File: src/rtl/bms_wd_kick_ctrl_if.sv
// Purpose : bundles the control inputs and status outputs of the BMS watchdog kick generator.
// Ports   : enable/task_alive/clear_fault toward the generator; kick, kick_fault, alive_seen,
//           miss_count and state back from it. master = stimulus side, slave = generator side.
interface bms_wd_kick_ctrl_if #(
  parameter int N_TASKS = 3
);
  logic               enable;
  logic [N_TASKS-1:0] task_alive;
  logic               clear_fault;
  logic               kick;
  logic               kick_fault;
  logic [N_TASKS-1:0] alive_seen;
  logic [3:0]         miss_count;
  logic [1:0]         state;

  modport master (
    output enable, task_alive, clear_fault,
    input  kick, kick_fault, alive_seen, miss_count, state
  );

  modport slave (
    input  enable, task_alive, clear_fault,
    output kick, kick_fault, alive_seen, miss_count, state
  );
endinterface

File: src/rtl/bms_wd_kick_ctrl.sv
// Purpose : health-gated watchdog kick generator; kicks once per window only if every task
//           reported alive in that window, latches a fault after MAX_MISS missed windows.
// Latency : all outputs registered; kick appears the cycle after the window-end edge.
// Ports   : clk, rst_n (async active-low) plus the slave side of bms_wd_kick_ctrl_if.
module bms_wd_kick_ctrl #(
  parameter int          N_TASKS     = 3,
  parameter logic [23:0] KICK_PERIOD = 24'd1000000,
  parameter logic [3:0]  MAX_MISS    = 4'd3
) (
  input logic                clk,
  input logic                rst_n,
  bms_wd_kick_ctrl_if.slave  bus
);

  typedef enum logic [1:0] {
    IDLE    = 2'b00,
    COLLECT = 2'b01,
    FAULT   = 2'b10
  } state_t;

  state_t             state_q, state_d;
  logic [23:0]        cnt_q, cnt_d;
  logic [N_TASKS-1:0] seen_q, seen_d;
  logic [3:0]         miss_q, miss_d;
  logic               kick_q, kick_d;
  logic               fault_q, fault_d;

  // Heartbeats arriving in the closing cycle still count for that window.
  logic [N_TASKS-1:0] merged;
  logic               all_ok;
  logic               win_end;
  logic [3:0]         miss_inc;

  assign merged   = seen_q | bus.task_alive;
  assign all_ok   = &merged;
  assign win_end  = (cnt_q == KICK_PERIOD - 24'd1);
  assign miss_inc = (miss_q >= MAX_MISS) ? MAX_MISS : miss_q + 4'd1;

  always_ff @(posedge clk or negedge rst_n) begin
    if (!rst_n) begin
      state_q <= IDLE;
      cnt_q   <= '0;
      seen_q  <= '0;
      miss_q  <= '0;
      kick_q  <= 1'b0;
      fault_q <= 1'b0;
    end else begin
      state_q <= state_d;
      cnt_q   <= cnt_d;
      seen_q  <= seen_d;
      miss_q  <= miss_d;
      kick_q  <= kick_d;
      fault_q <= fault_d;
    end
  end

  always_comb begin
    state_d = state_q;
    cnt_d   = cnt_q;
    seen_d  = seen_q;
    miss_d  = miss_q;
    kick_d  = 1'b0;
    fault_d = fault_q;

    case (state_q)
      IDLE: begin
        cnt_d   = '0;
        seen_d  = '0;
        fault_d = 1'b0;
        if (bus.enable) begin
          // Initial kick on arming so the watchdog starts from a fresh timeout.
          state_d = COLLECT;
          kick_d  = 1'b1;
        end
      end

      COLLECT: begin
        if (!bus.enable) begin
          // Disarm wins over a coinciding window end: nothing is evaluated.
          state_d = IDLE;
          cnt_d   = '0;
          seen_d  = '0;
          miss_d  = '0;
        end else if (win_end) begin
          cnt_d  = '0;
          seen_d = '0;
          if (all_ok) begin
            kick_d = 1'b1;
            miss_d = '0;
          end else begin
            miss_d = miss_inc;
            if (miss_inc == MAX_MISS) begin
              state_d = FAULT;
              fault_d = 1'b1;
            end
          end
        end else begin
          cnt_d  = cnt_q + 24'd1;
          seen_d = merged;
        end
      end

      FAULT: begin
        // Kicks withheld until software clears the fault; enable is ignored here.
        cnt_d   = '0;
        seen_d  = '0;
        fault_d = 1'b1;
        if (bus.clear_fault) begin
          state_d = IDLE;
          miss_d  = '0;
          fault_d = 1'b0;
        end
      end

      default: begin
        state_d = IDLE;
        cnt_d   = '0;
        seen_d  = '0;
        miss_d  = '0;
        fault_d = 1'b0;
      end
    endcase
  end

  assign bus.kick       = kick_q;
  assign bus.kick_fault = fault_q;
  assign bus.alive_seen = seen_q;
  assign bus.miss_count = miss_q;
  assign bus.state      = state_q;

endmodule

File: src/flat_wrapper.sv
// flat-port wrapper written by rule: the top's interface ports become plain ports
module bms_wd_kick_ctrl_flat 
#(
  parameter int          N_TASKS     = 3,
  parameter logic [23:0] KICK_PERIOD = 24'd1000000,
  parameter logic [3:0]  MAX_MISS    = 4'd3
)
  (clk, rst_n, bus_enable, bus_task_alive, bus_clear_fault, bus_kick, bus_kick_fault, bus_alive_seen, bus_miss_count, bus_state);
  bms_wd_kick_ctrl_if #(.N_TASKS(N_TASKS)) bus_i ();
  input logic clk;
  input logic rst_n;
  input wire logic [$bits(bus_i.enable)-1:0] bus_enable;
  input wire logic [$bits(bus_i.task_alive)-1:0] bus_task_alive;
  input wire logic [$bits(bus_i.clear_fault)-1:0] bus_clear_fault;
  output wire logic [$bits(bus_i.kick)-1:0] bus_kick;
  output wire logic [$bits(bus_i.kick_fault)-1:0] bus_kick_fault;
  output wire logic [$bits(bus_i.alive_seen)-1:0] bus_alive_seen;
  output wire logic [$bits(bus_i.miss_count)-1:0] bus_miss_count;
  output wire logic [$bits(bus_i.state)-1:0] bus_state;
  assign bus_i.enable = bus_enable;
  assign bus_i.task_alive = bus_task_alive;
  assign bus_i.clear_fault = bus_clear_fault;
  assign bus_kick = bus_i.kick;
  assign bus_kick_fault = bus_i.kick_fault;
  assign bus_alive_seen = bus_i.alive_seen;
  assign bus_miss_count = bus_i.miss_count;
  assign bus_state = bus_i.state;
  bms_wd_kick_ctrl #(.N_TASKS(N_TASKS), .KICK_PERIOD(KICK_PERIOD), .MAX_MISS(MAX_MISS)) u_core (.clk(clk), .rst_n(rst_n), .bus(bus_i));
endmodule
File: config.mk
export PLATFORM = sky130hd
export DESIGN_NAME = bms_wd_kick_ctrl_flat
export DESIGN_NICKNAME = d
export VERILOG_FILES = /design/src/rtl/bms_wd_kick_ctrl_if.sv /design/src/rtl/bms_wd_kick_ctrl.sv /design/src/flat_wrapper.sv
export SDC_FILE = /design/constraint.sdc
export NUM_CORES = 1
export LEC_CHECK = 0
export BUFFER_PORTS_ARGS = -buffer_cell sky130_fd_sc_hd__buf_4
export CORE_UTILIZATION = 40
export CTS_BUF_LIST = sky130_fd_sc_hd__clkbuf_8
export CTS_CLUSTER_SIZE = 16
export DETAILED_ROUTE_END_ITERATION = 10
export SYNTH_ARGS = -nofsm -noshare
export SYNTH_HDL_FRONTEND = slang
export SYNTH_SLANG_ARGS = --single-unit
File: constraint.sdc
create_clock -name clk -period 3.4 [get_ports clk]
set_input_delay 0.17 -clock clk [delete_from_list [all_inputs] [get_ports clk]]
set_output_delay 0.17 -clock clk [all_outputs]
set_load 0.02 [all_outputs]
==> impl_metrics.toml, run 1 <==
[floorplan]
row_count = 24
die_y_um = 70.93
num_io_pins = 18
die_area_mm2 = 0.005031
die_w_um = 70.93
core-area_mm2 = 0.004474
initial_core_util_pct = 42.48

[route]
drt_wl_total_um = 3796
wl_per_cell_um = 13.90
dr.pass1.iters = 6
first_iter_violations = 93
ant_nets = 0
vias = 1520
drc = 0
avgViaCountPerCell = 5.568

[logic_synthesis]
synth-compound-area-share_pct = 13.56
yosysSeqAreaShare_pct = 46.08
synthMuxAreaShare_pct = 0.5267
yosysWarningCount = 0
synth_flop_cell = "dfrtp_1"
syn_nets = 210
ys_seq_elements = 35
synthesis.instances = 198
synth_top_family_by_area = "simple AND/OR/NAND/NOR gates"
yosys.area_share.simple_pct = 28.11
yosysUniqueCellTypes = 41
synth_xor_xnor_area_share_pct = 5.530
synth_edf_count = 0
syn_avg_cell_area_um2 = 9.599
synthAdderAreaFrac_pct = 3.292
async_flop_share_pct = 100.0
syn_area_mm2 = 0.001901

[worst_setup_path]
worstSetupStartpoint = "u_core.cnt_q[10]$_DFF_PN0_"
r2r_slack_ps = 1230
critPathArrivalTime_ps = 2340
r2r-end = "u_core.bus.miss_count[2]$_DFFE_PN0P_"
rr_worst_depth = 5
path_class = "flop to flop"
critPathMaxFanout = 19
end_kind = "flop"
cp-start-kind = "flop"
r2r_start = "u_core.cnt_q[10]$_DFF_PN0_"
crit_path_end = "u_core.bus.miss_count[2]$_DFFE_PN0P_"
timing.critical_path.required_ps = 3570

[sta]
slew_viol_final = 0
worst_pin_slew_ps = 579.2
timing.final.crit_share_pct = 63.91
clock_skew_ps = 7.486
tns_ps = 0
setup_viol = 0
period_minus_slack_ps = 2173
whs_ps = 114.2
finalHoldViolCount = 0
rsz0062_at_grt = "false"
maxSlewHeadroom_pct = 61.03
fmax_ghz = 0.4602

[global_routing]
grt_pass1_vias = 1452
top_usage_layer = "met2"
met2_usage_pct = 26.28
grt_overflow = 0
antenna_found_initial = 0
grt.met1_usage_pct = 23.73
grt_pass1_wl_um = 6713
track_usage_pct = 17.16
grt.met3_usage_pct = 3.419
grt_start_max_net_pins = 36

[status]
status = "completed"

[clocking]
cts_made_buffers = 5
htreeDepth = 2
cts_tree = "built"
clock_path_buffers = 2
cts-root-buf = "clkbuf_8"
cts.sinks = 35
clkSlewWorstSetupHoldPaths_ps = 70
ctsResizeCount = 0
cts_setup_buffers = 0
clkLatencyLatePin_ps = 290

[placed_design]
place.gp.congestion = 0.8508
post-dp-hpwl_um = 2684
port_buffers = 17

[power]
p_leak_nw = 0.9120
ir_drop_uv = 204.8
pwr_density_cell_mw_per_mm2 = 453.3

[cells_and_area]
diodes = 0
final_layout_size_suffix_gt1_share_pct = 14.48
nets = 232
n_fill_cell = 423
area_growth_pct = 15.40

[worst_hold_path]
hp-class = "input port to flop"
min-delay-start = "bus_task_alive[0]"

[job]
drv_cap = 0
registers in the layout, summed over array words and instances (netlist names):
name                   flops
u_core.bus.alive_seen      3
u_core.bus.kick            1
u_core.bus.kick_fault      1
u_core.bus.miss_count      4
u_core.bus.state           2
u_core.cnt_q              24
timing repair:
action | CTS | global route
endpoints found under the hold margin | 35 | 0
hold buffers | 1 | 0
setup endpoints to repair | 0 | 0
report_power, final:
group / total [mW] / switching, mW / internal [mW]
Combinational: 0.208 / 0.132 / 0.0766
Clock: 0.330 / 0.148 / 0.182
Sequential: 0.456 / 0.0180 / 0.438
Total: 0.994 / 0.298 / 0.696
worst min path at each step:
stage / to / slack, ps / cells past startpoint
2_1_floorplan: u_core.bus.alive_seen[0]$_DFF_PN0_ / -130 / 0
3_3_place_gp: u_core.bus.kick_fault$_DFFE_PN0P_ / 160 / 1
3_5_place_dp: u_core.bus.kick_fault$_DFFE_PN0P_ / 150 / 1
4_1_cts: u_core.bus.alive_seen[0]$_DFF_PN0_ / 110 / 3
5_1_grt: u_core.bus.alive_seen[0]$_DFF_PN0_ / 120 / 3
6_report: u_core.bus.alive_seen[0]$_DFF_PN0_ / 110 / 3
cell type report:
class                           instances  area (µm²)  area share, %
Clock buffer                            7       96.34          4.392
Clock inverter                          1       3.754         0.1711
Inverter                                8       30.03          1.369
Multi-Input combinational cell        150       969.7          44.21
Sequential cell                        35       875.8          39.93
Tap cell                               52       65.06          2.966
Timing Repair Buffer                   20       152.6          6.959
routing by layer:
layer,up-vias,wire [µm]
met5,-,0
met4,0,70
met3,7,103
met2,25,1673
met1,707,1948
li1,781,-
synth_stat cells, types with 2 or more instances:
master    count  share of area [%]
nand4_1       7                2.3
nand2b_1      2               0.66
o31ai_1       6                2.4
o22a_1        2               0.92
ha_1          5                3.3
nand2_1      11                2.2
a21oi_1      12                3.2
nor4_1        5                1.6
a22oi_1       2               0.79
and4_1        2               0.92
nor2_1       22                4.3
a21boi_1      2               0.79
o21ai_1       2               0.53
and3_1        5                1.6
or4_1         7                2.8
nand3_1      11                2.9
xnor2_1       8                3.7
xor2_1        4                1.8
clkbuf_1      2               0.40
dfrtp_1      35                 46
nor3_1        6                1.6
nor2b_1       3               0.99
inv_1         8                1.6
o21ai_0       7                1.8
or3_1         4                1.3
buf_2         2               0.53
a41oi_1       2               0.92
metrics by stage:
stage	setup WS [ps]	utilization [%]	instances	power, mW	cell area [µm²]
final	1227	49.02	273	0.9942	2193
after floorplan	1386	-	198	0.6001	1901
after detailed placement	1226	46.56	264	0.6720	2083
after global routing	1119	49.02	273	1.046	2193
after CTS	1210	49.02	273	1.006	2193
after global placement	1266	46.56	264	0.6749	2083
layout by cell type, fill, tap and decap left out, types with 2 or more instances in the layout:
| cell type | n |
|---|---|
| nand2b_1 | 2 |
| o21ai_1 | 2 |
| nor2_1 | 22 |
| a41oi_1 | 2 |
| o21ai_0 | 7 |
| inv_1 | 9 |
| clkbuf_8 | 7 |
| xor2_1 | 4 |
| or4_1 | 7 |
| a22oi_1 | 2 |
| dfrtp_1 | 35 |
| o31ai_1 | 6 |
| or3_1 | 4 |
| xnor2_1 | 8 |
| buf_4 | 19 |
| a21oi_1 | 12 |
| ha_1 | 5 |
| and3_1 | 5 |
| nor3_1 | 6 |
| o22a_1 | 2 |
| nand2_1 | 11 |
| nor4_1 | 5 |
| nor2b_1 | 3 |
| and4_1 | 2 |
| a21boi_1 | 2 |
| nand4_1 | 7 |
| nand3_1 | 11 |
cell families after synthesis:
kind of cell    count (synthesis)
mux                             1
simple gates                   92
fa+ha+maj                       5
compound gates                 40
buf+inv                        13
xor+xnor                       12
flops                          35
critical path: stages (launching register included):
cell and delay (ps):
dfrtp_1 440, or4b_4 550, or4_4 570, o21ai_2 160, buf_4 250, a21boi_1 90
(Power assumes the default switching activity.)
==> run 2: changes to the inputs <==
--- a/config.mk
+++ b/config.mk
@@ -5,6 +5,7 @@
 export SDC_FILE = /design/constraint.sdc
 export NUM_CORES = 1
 export LEC_CHECK = 0
+export ABC_AREA = 1
 export BUFFER_PORTS_ARGS = -buffer_cell sky130_fd_sc_hd__buf_4
 export CORE_UTILIZATION = 40
 export CTS_BUF_LIST = sky130_fd_sc_hd__clkbuf_8
==> constraint.sdc (replaced) <==
create_clock -name clk -period 1.9 [get_ports clk]
set_input_delay 0.095 -clock clk [delete_from_list [all_inputs] [get_ports clk]]
set_output_delay 0.095 -clock clk [all_outputs]
set_load 0.02 [all_outputs]
==> run 2 against run 1 <==
  * Synthesized cell count grew 47%
  * Synthesized area grew 8.7%
  * Total power grew 120%
  * Critical path type unchanged
==> impl_metrics.toml, run 2 <==
[status]
status = "completed"

[logic_synthesis]
synth_edf_count = 0
yosysMostFrequentCell = "nand2_1"
yosysSeqAreaShare_pct = 42.40
synth_area_leader_cell = "dfrtp_1"
syn_nets = 304
synthTopCellsByArea = "dfrtp_1 42%, nand2_1 14%, nor2_1 12%"
synth_top_area_share_pct = 42.40
syn_avg_cell_area_um2 = 7.074
synthesis.instances = 292
yosysWarningCount = 0
yosysUniqueCellTypes = 25
syn_area_mm2 = 0.002066
ys_top_cells_by_count = "79 x nand2_1, 65 x nor2_1, 43 x inv_1"
async_flop_share_pct = 100.0
ys_seq_elements = 35
synth_flop_cell = "dfrtp_1"

[worst_setup_path]
r2r-end = "u_core.cnt_q[22]$_DFF_PN0_"
rr_worst_depth = 8
cp-start-kind = "flop"
end_kind = "flop"
r2r_start = "u_core.cnt_q[0]$_DFF_PN0_"
critPathMaxFanout = 26
r2r_slack_ps = 240
timing.critical_path.required_ps = 2080
path_class = "flop to flop"
critPathArrivalTime_ps = 1840

[route]
drc = 0
dr.pass1.iters = 4
vias = 1753
first_iter_violations = 92
drt_wl_total_um = 4127
wl_per_cell_um = 10.75
ant_nets = 0
avgViaCountPerCell = 4.565

[sta]
clock_skew_ps = 9.342
worst_pin_slew_ps = 456.0
slew_viol_final = 0
fmax_ghz = 0.6014
finalHoldViolCount = 0
timing.final.crit_share_pct = 87.51
period_minus_slack_ps = 1663
maxSlewHeadroom_pct = 69.60
tns_ps = 0
setup_viol = 0
rsz0062_at_grt = "false"

[cells_and_area]
area_growth_pct = 16.41
final_common_cell = "nand2_1"
largest_register = "u_core.cnt_q"
nets = 328
fin_cells = 384
layout_common_cells = "79 x nand2_1, 65 x nor2_1, 44 x inv_1"
largest_reg_flops = 24
final_layout_size_suffix_gt1_share_pct = 12.62
diodes = 0

[global_routing]
grt_start_max_net_pins = 36
track_usage_pct = 17.68
antenna_found_initial = 0
grt_pass1_wl_um = 7314
grt_overflow = 0
grt_pass1_vias = 1659

[floorplan]
die_area_mm2 = 0.005456
core-area_mm2 = 0.004848
num_io_pins = 18
row_count = 25
die_w_um = 73.87
die_y_um = 73.87
initial_core_util_pct = 42.61

[clocking]
htreeDepth = 2
cts_tree = "built"
cts_made_buffers = 5
cts.sinks = 35
clkLatencyLatePin_ps = 290
clkSlewWorstSetupHoldPaths_ps = 80
cts-root-buf = "clkbuf_8"
clock_path_buffers = 2

[power]
p_leak_nw = 1.208
ir_drop_uv = 521.3
pwr_density_cell_mw_per_mm2 = 924.1

[placed_design]
place.gp.congestion = 0.8161
placedCellCount = 375
post-dp-hpwl_um = 3091
port_buffers = 17

[worst_hold_path]
hold_path_end = "u_core.bus.kick$_DFF_PN0_"
min-delay-start = "bus_enable"
min_path_cells = 3
hp-class = "input port to flop"

[job]
drv_cap = 0
==> run 2: cell types whose count changed after synthesis, moves of 6 or more <==
cell | before | now
a21oi_1 | 12 | 6
xnor2_1 | 8 | 2
nand3_1 | 11 | 17
inv_1 | 8 | 43
nor2_1 | 22 | 65
nand2_1 | 11 | 79
or4_1 | 7 | 0
o21ai_0 | 7 | 0
==> run 2: logic make-up after synthesis <==
group           share of synthesized area [%]
buf+inv                                 9.267
xor+xnor                                2.544
fa+ha+maj                               3.028
flops                                   42.40
simple gates                            39.13
compound gates                          3.634
==> run 2: worst max-delay path by stage <==
stage / from / end / slack [ps] / cells past startpoint
finish: u_core.cnt_q[0]$_DFF_PN0_ / u_core.cnt_q[22]$_DFF_PN0_ / 240 / 8
CTS: u_core.cnt_q[0]$_DFF_PN0_ / u_core.cnt_q[22]$_DFF_PN0_ / 210 / 8
global placement: u_core.cnt_q[0]$_DFF_PN0_ / u_core.cnt_q[22]$_DFF_PN0_ / 280 / 8
detailed placement: u_core.cnt_q[0]$_DFF_PN0_ / u_core.cnt_q[22]$_DFF_PN0_ / 220 / 8
floorplan: u_core.bus.state[1]$_DFFE_PN0P_ / u_core.bus.state[0]$_DFFE_PN0P_ / 360 / 10
global route: u_core.cnt_q[0]$_DFF_PN0_ / u_core.cnt_q[21]$_DFF_PN0_ / 70 / 8
==> run 2: worst max-delay path, cell delays in order, from the launching register on <==
cell,delay (ps)
dfrtp_1,390
ha_1,220
nand3_2,130
nor2_2,140
nand3_2,110
nand2_4,250
inv_2,160
nand2_1,100
nor2_1,40
==> run 2: timing repair <==
action	4_1_cts	5_1_grt
hold endpoints to repair	35	0
buffers inserted	0	0
hold buffers	1	0
endpoints found under the setup margin	0	0
resized for setup	0	0
==> run 2: power breakdown <==
part           switching (mW)  internal [mW]  total [mW]
clock                   0.279          0.519       0.798
sequential             0.0454          0.805       0.850
combinational           0.364          0.210       0.574
total                   0.688           1.53        2.22
==> run 2: layout make-up <==
type,instances,area (µm²)
timing repair buffer,19,145.1
sequential,35,875.8
clock buffer,5,68.82
multi-input combinational,210,998.5
inverter,45,168.9
fill,471,2444
clock inverter,3,63.81
tap,67,83.83
==> run 2: layer usage <==
metal	routed length (µm)	global-route usage, %
met5	0	0
met3	157	4.115
met4	31	4.487
met1	2193	25.41
met2	1744	26.71
==> run 2: metrics by stage <==
stage | power (mW) | instance area (µm²) | hold WS, ps | setup slack [ps] | util, %
finish | 2.222 | 2405 | 49.78 | 237.3 | 49.60
CTS | 2.255 | 2405 | 48.03 | 208.8 | 49.60
global placement | 1.451 | 2262 | 84.22 | 280.2 | 46.66
detailed placement | 1.449 | 2262 | 85.80 | 222.1 | 46.66
floorplan | 1.271 | 2066 | -200.6 | 355.1 | -
global route | 2.360 | 2405 | 59.32 | 72.17 | 49.60
==> run 3: changes to the inputs <==
--- a/config.mk
+++ b/config.mk
@@ -11,6 +11,7 @@
 export CTS_BUF_LIST = sky130_fd_sc_hd__clkbuf_8
 export CTS_CLUSTER_SIZE = 16
 export DETAILED_ROUTE_END_ITERATION = 10
+export PLACE_DENSITY = 0.55
 export SYNTH_ARGS = -nofsm -noshare
 export SYNTH_HDL_FRONTEND = slang
 export SYNTH_SLANG_ARGS = --single-unit
==> run 3 against run 2 <==
  * Sequential power is essentially flat
  * Via count decreased by 0.29%
  * Non-clock buffer count is the same
  * Largest power group unchanged
  * Highest routed layer unchanged
==> impl_metrics.toml, run 3 (synthesized netlist as in run 2, its figures left out) <==
[status]
status = "completed"

[cells_and_area]
final_common_cell = "nand2_1"
stdcell_area_mm2 = 0.002372
final_layout_size_suffix_gt1_share_pct = 12.62
diodes = 0
area_growth_pct = 14.84
nets = 328
largest_register = "u_core.cnt_q"
largest_reg_flops = 24
n_fill_cell = 514
layout_common_cells = "79 x nand2_1, 65 x nor2_1, 44 x inv_1"

[power]
ir_drop_uv = 420.6
p_int_mw = 1.342
pwr_density_cell_mw_per_mm2 = 852.6
seq_power_share_pct = 42.1
combPwrFrac_pct = 28.8
swShare_pct = 33.65
power_frac_clock_pct = 29.1
switchingPower_mw = 0.6806
p_leak_nw = 1.194

[clocking]
cts_made_buffers = 5
clkLatencyLatePin_ps = 290
ctsResizeCount = 0
htreeDepth = 2
cts-root-buf = "clkbuf_8"
cts_tree = "built"
clkSlewWorstSetupHoldPaths_ps = 70
cts.sinks = 35
cts_setup_buffers = 0
clock_path_buffers = 2
holdBufCountCts = 1

[placed_design]
place.gp.congestion = 0.8408
placed_area_mm2 = 0.002262
post-dp-hpwl_um = 3212
pre_cts_ws_ps = 200.1
port_buffers = 17

[route]
dr.pass1.iters = 4
first_iter_violations = 89
drc = 0
avgViaCountPerCell = 4.552
drt_wl_total_um = 4216
vias = 1748
ant_nets = 0
wl_per_cell_um = 10.98

[worst_hold_path]
hp-class = "input port to flop"
min-delay-start = "bus_enable"

[global_routing]
grt_overflow = 0
grt_pass1_wl_um = 7410
track_usage_pct = 18.00
grt_start_max_net_pins = 36
grt_pass1_vias = 1660
antenna_found_initial = 0

[job]
drv_cap = 0

[worst_setup_path]
worstSetupStartpoint = "u_core.cnt_q[0]$_DFF_PN0_"
cp-start-kind = "flop"
end_kind = "flop"
path_class = "flop to flop"
critPathMaxFanout = 26
r2r_start = "u_core.cnt_q[0]$_DFF_PN0_"
timing.critical_path.required_ps = 2080
critPathArrivalTime_ps = 1840

[sta]
timing.final.crit_share_pct = 87.55
tns_ps = 0
rsz0062_at_grt = "false"
clock_skew_ps = 7.837
maxSlewHeadroom_pct = 70.18
slew_viol_final = 0
finalHoldViolCount = 0
setup_slack_ps = 236.6
whs_ps = 66.02
period_minus_slack_ps = 1663
setup_viol = 0
worst_pin_slew_ps = 447.3
fmax_ghz = 0.6012

[floorplan]
initial_core_util_pct = 42.61
die_y_um = 73.87
core-area_mm2 = 0.004848
die_w_um = 73.87
row_count = 25
num_io_pins = 18
die_area_mm2 = 0.005456
==> run 3: worst paths after layout <==
kind	endpoint	slack, ps	cells after the start
worst min register to register	u_core.cnt_q[0]$_DFF_PN0_	480	1
worst max register to register	u_core.cnt_q[17]$_DFF_PN0_	240	8
worst min-delay path	u_core.bus.kick$_DFF_PN0_	70	3
min in group asynchronous	u_core.cnt_q[20]$_DFF_PN0_	300	2
worst max-delay path	u_core.cnt_q[17]$_DFF_PN0_	240	8
max in group asynchronous	u_core.cnt_q[4]$_DFF_PN0_	1280	2
==> run 3: metal layers <==
metal  routed length (µm)  track usage [%]  vias up
li1                     -                -      938
met3                  152            5.213        8
met2                 1810            27.73       20
met5                    0                0        -
met1                 2172            23.80      782
met4                   81            6.838        0
==> run 3: stage by stage <==
stage	instances	util, %	power (mW)
2_1_floorplan	292	-	1.271
3_3_place_gp	375	46.66	1.456
3_5_place_dp	375	46.66	1.451
4_1_cts	384	48.93	2.058
5_1_grt	384	48.93	2.162
6_report	384	48.93	2.023
==> run 3: layout make-up <==
cell class	instances	area, µm²	share of cell area, %
clock inverter	1	3.754	0.1582
tap	67	83.83	3.534
clock buffer	7	96.34	4.061
multi-input combinational	210	998.5	42.09
timing repair buffer	19	145.1	6.118
sequential	35	875.8	36.92
inverter	45	168.9	7.120
==> run 3: power groups by stage <==
| stage | logic, mW | registers [mW] | clock network (mW) |
|---|---|---|---|
| 2_1_floorplan | 0.350 | 0.921 | 0 |
| 3_3_place_gp | 0.588 | 0.867 | 0 |
| 3_5_place_dp | 0.584 | 0.867 | 0 |
| 4_1_cts | 0.592 | 0.852 | 0.615 |
| 5_1_grt | 0.658 | 0.858 | 0.646 |
| 6_report | 0.583 | 0.851 | 0.588 |
==> run 3: critical path: stages, from the launching register on <==
cell and delay [ps]:
dfrtp_1 380, ha_1 210, nand3_2 140, nor2_2 150
nand3_2 120, nand2_4 260, inv_2 160, nand2_1 100
nor2_1 40
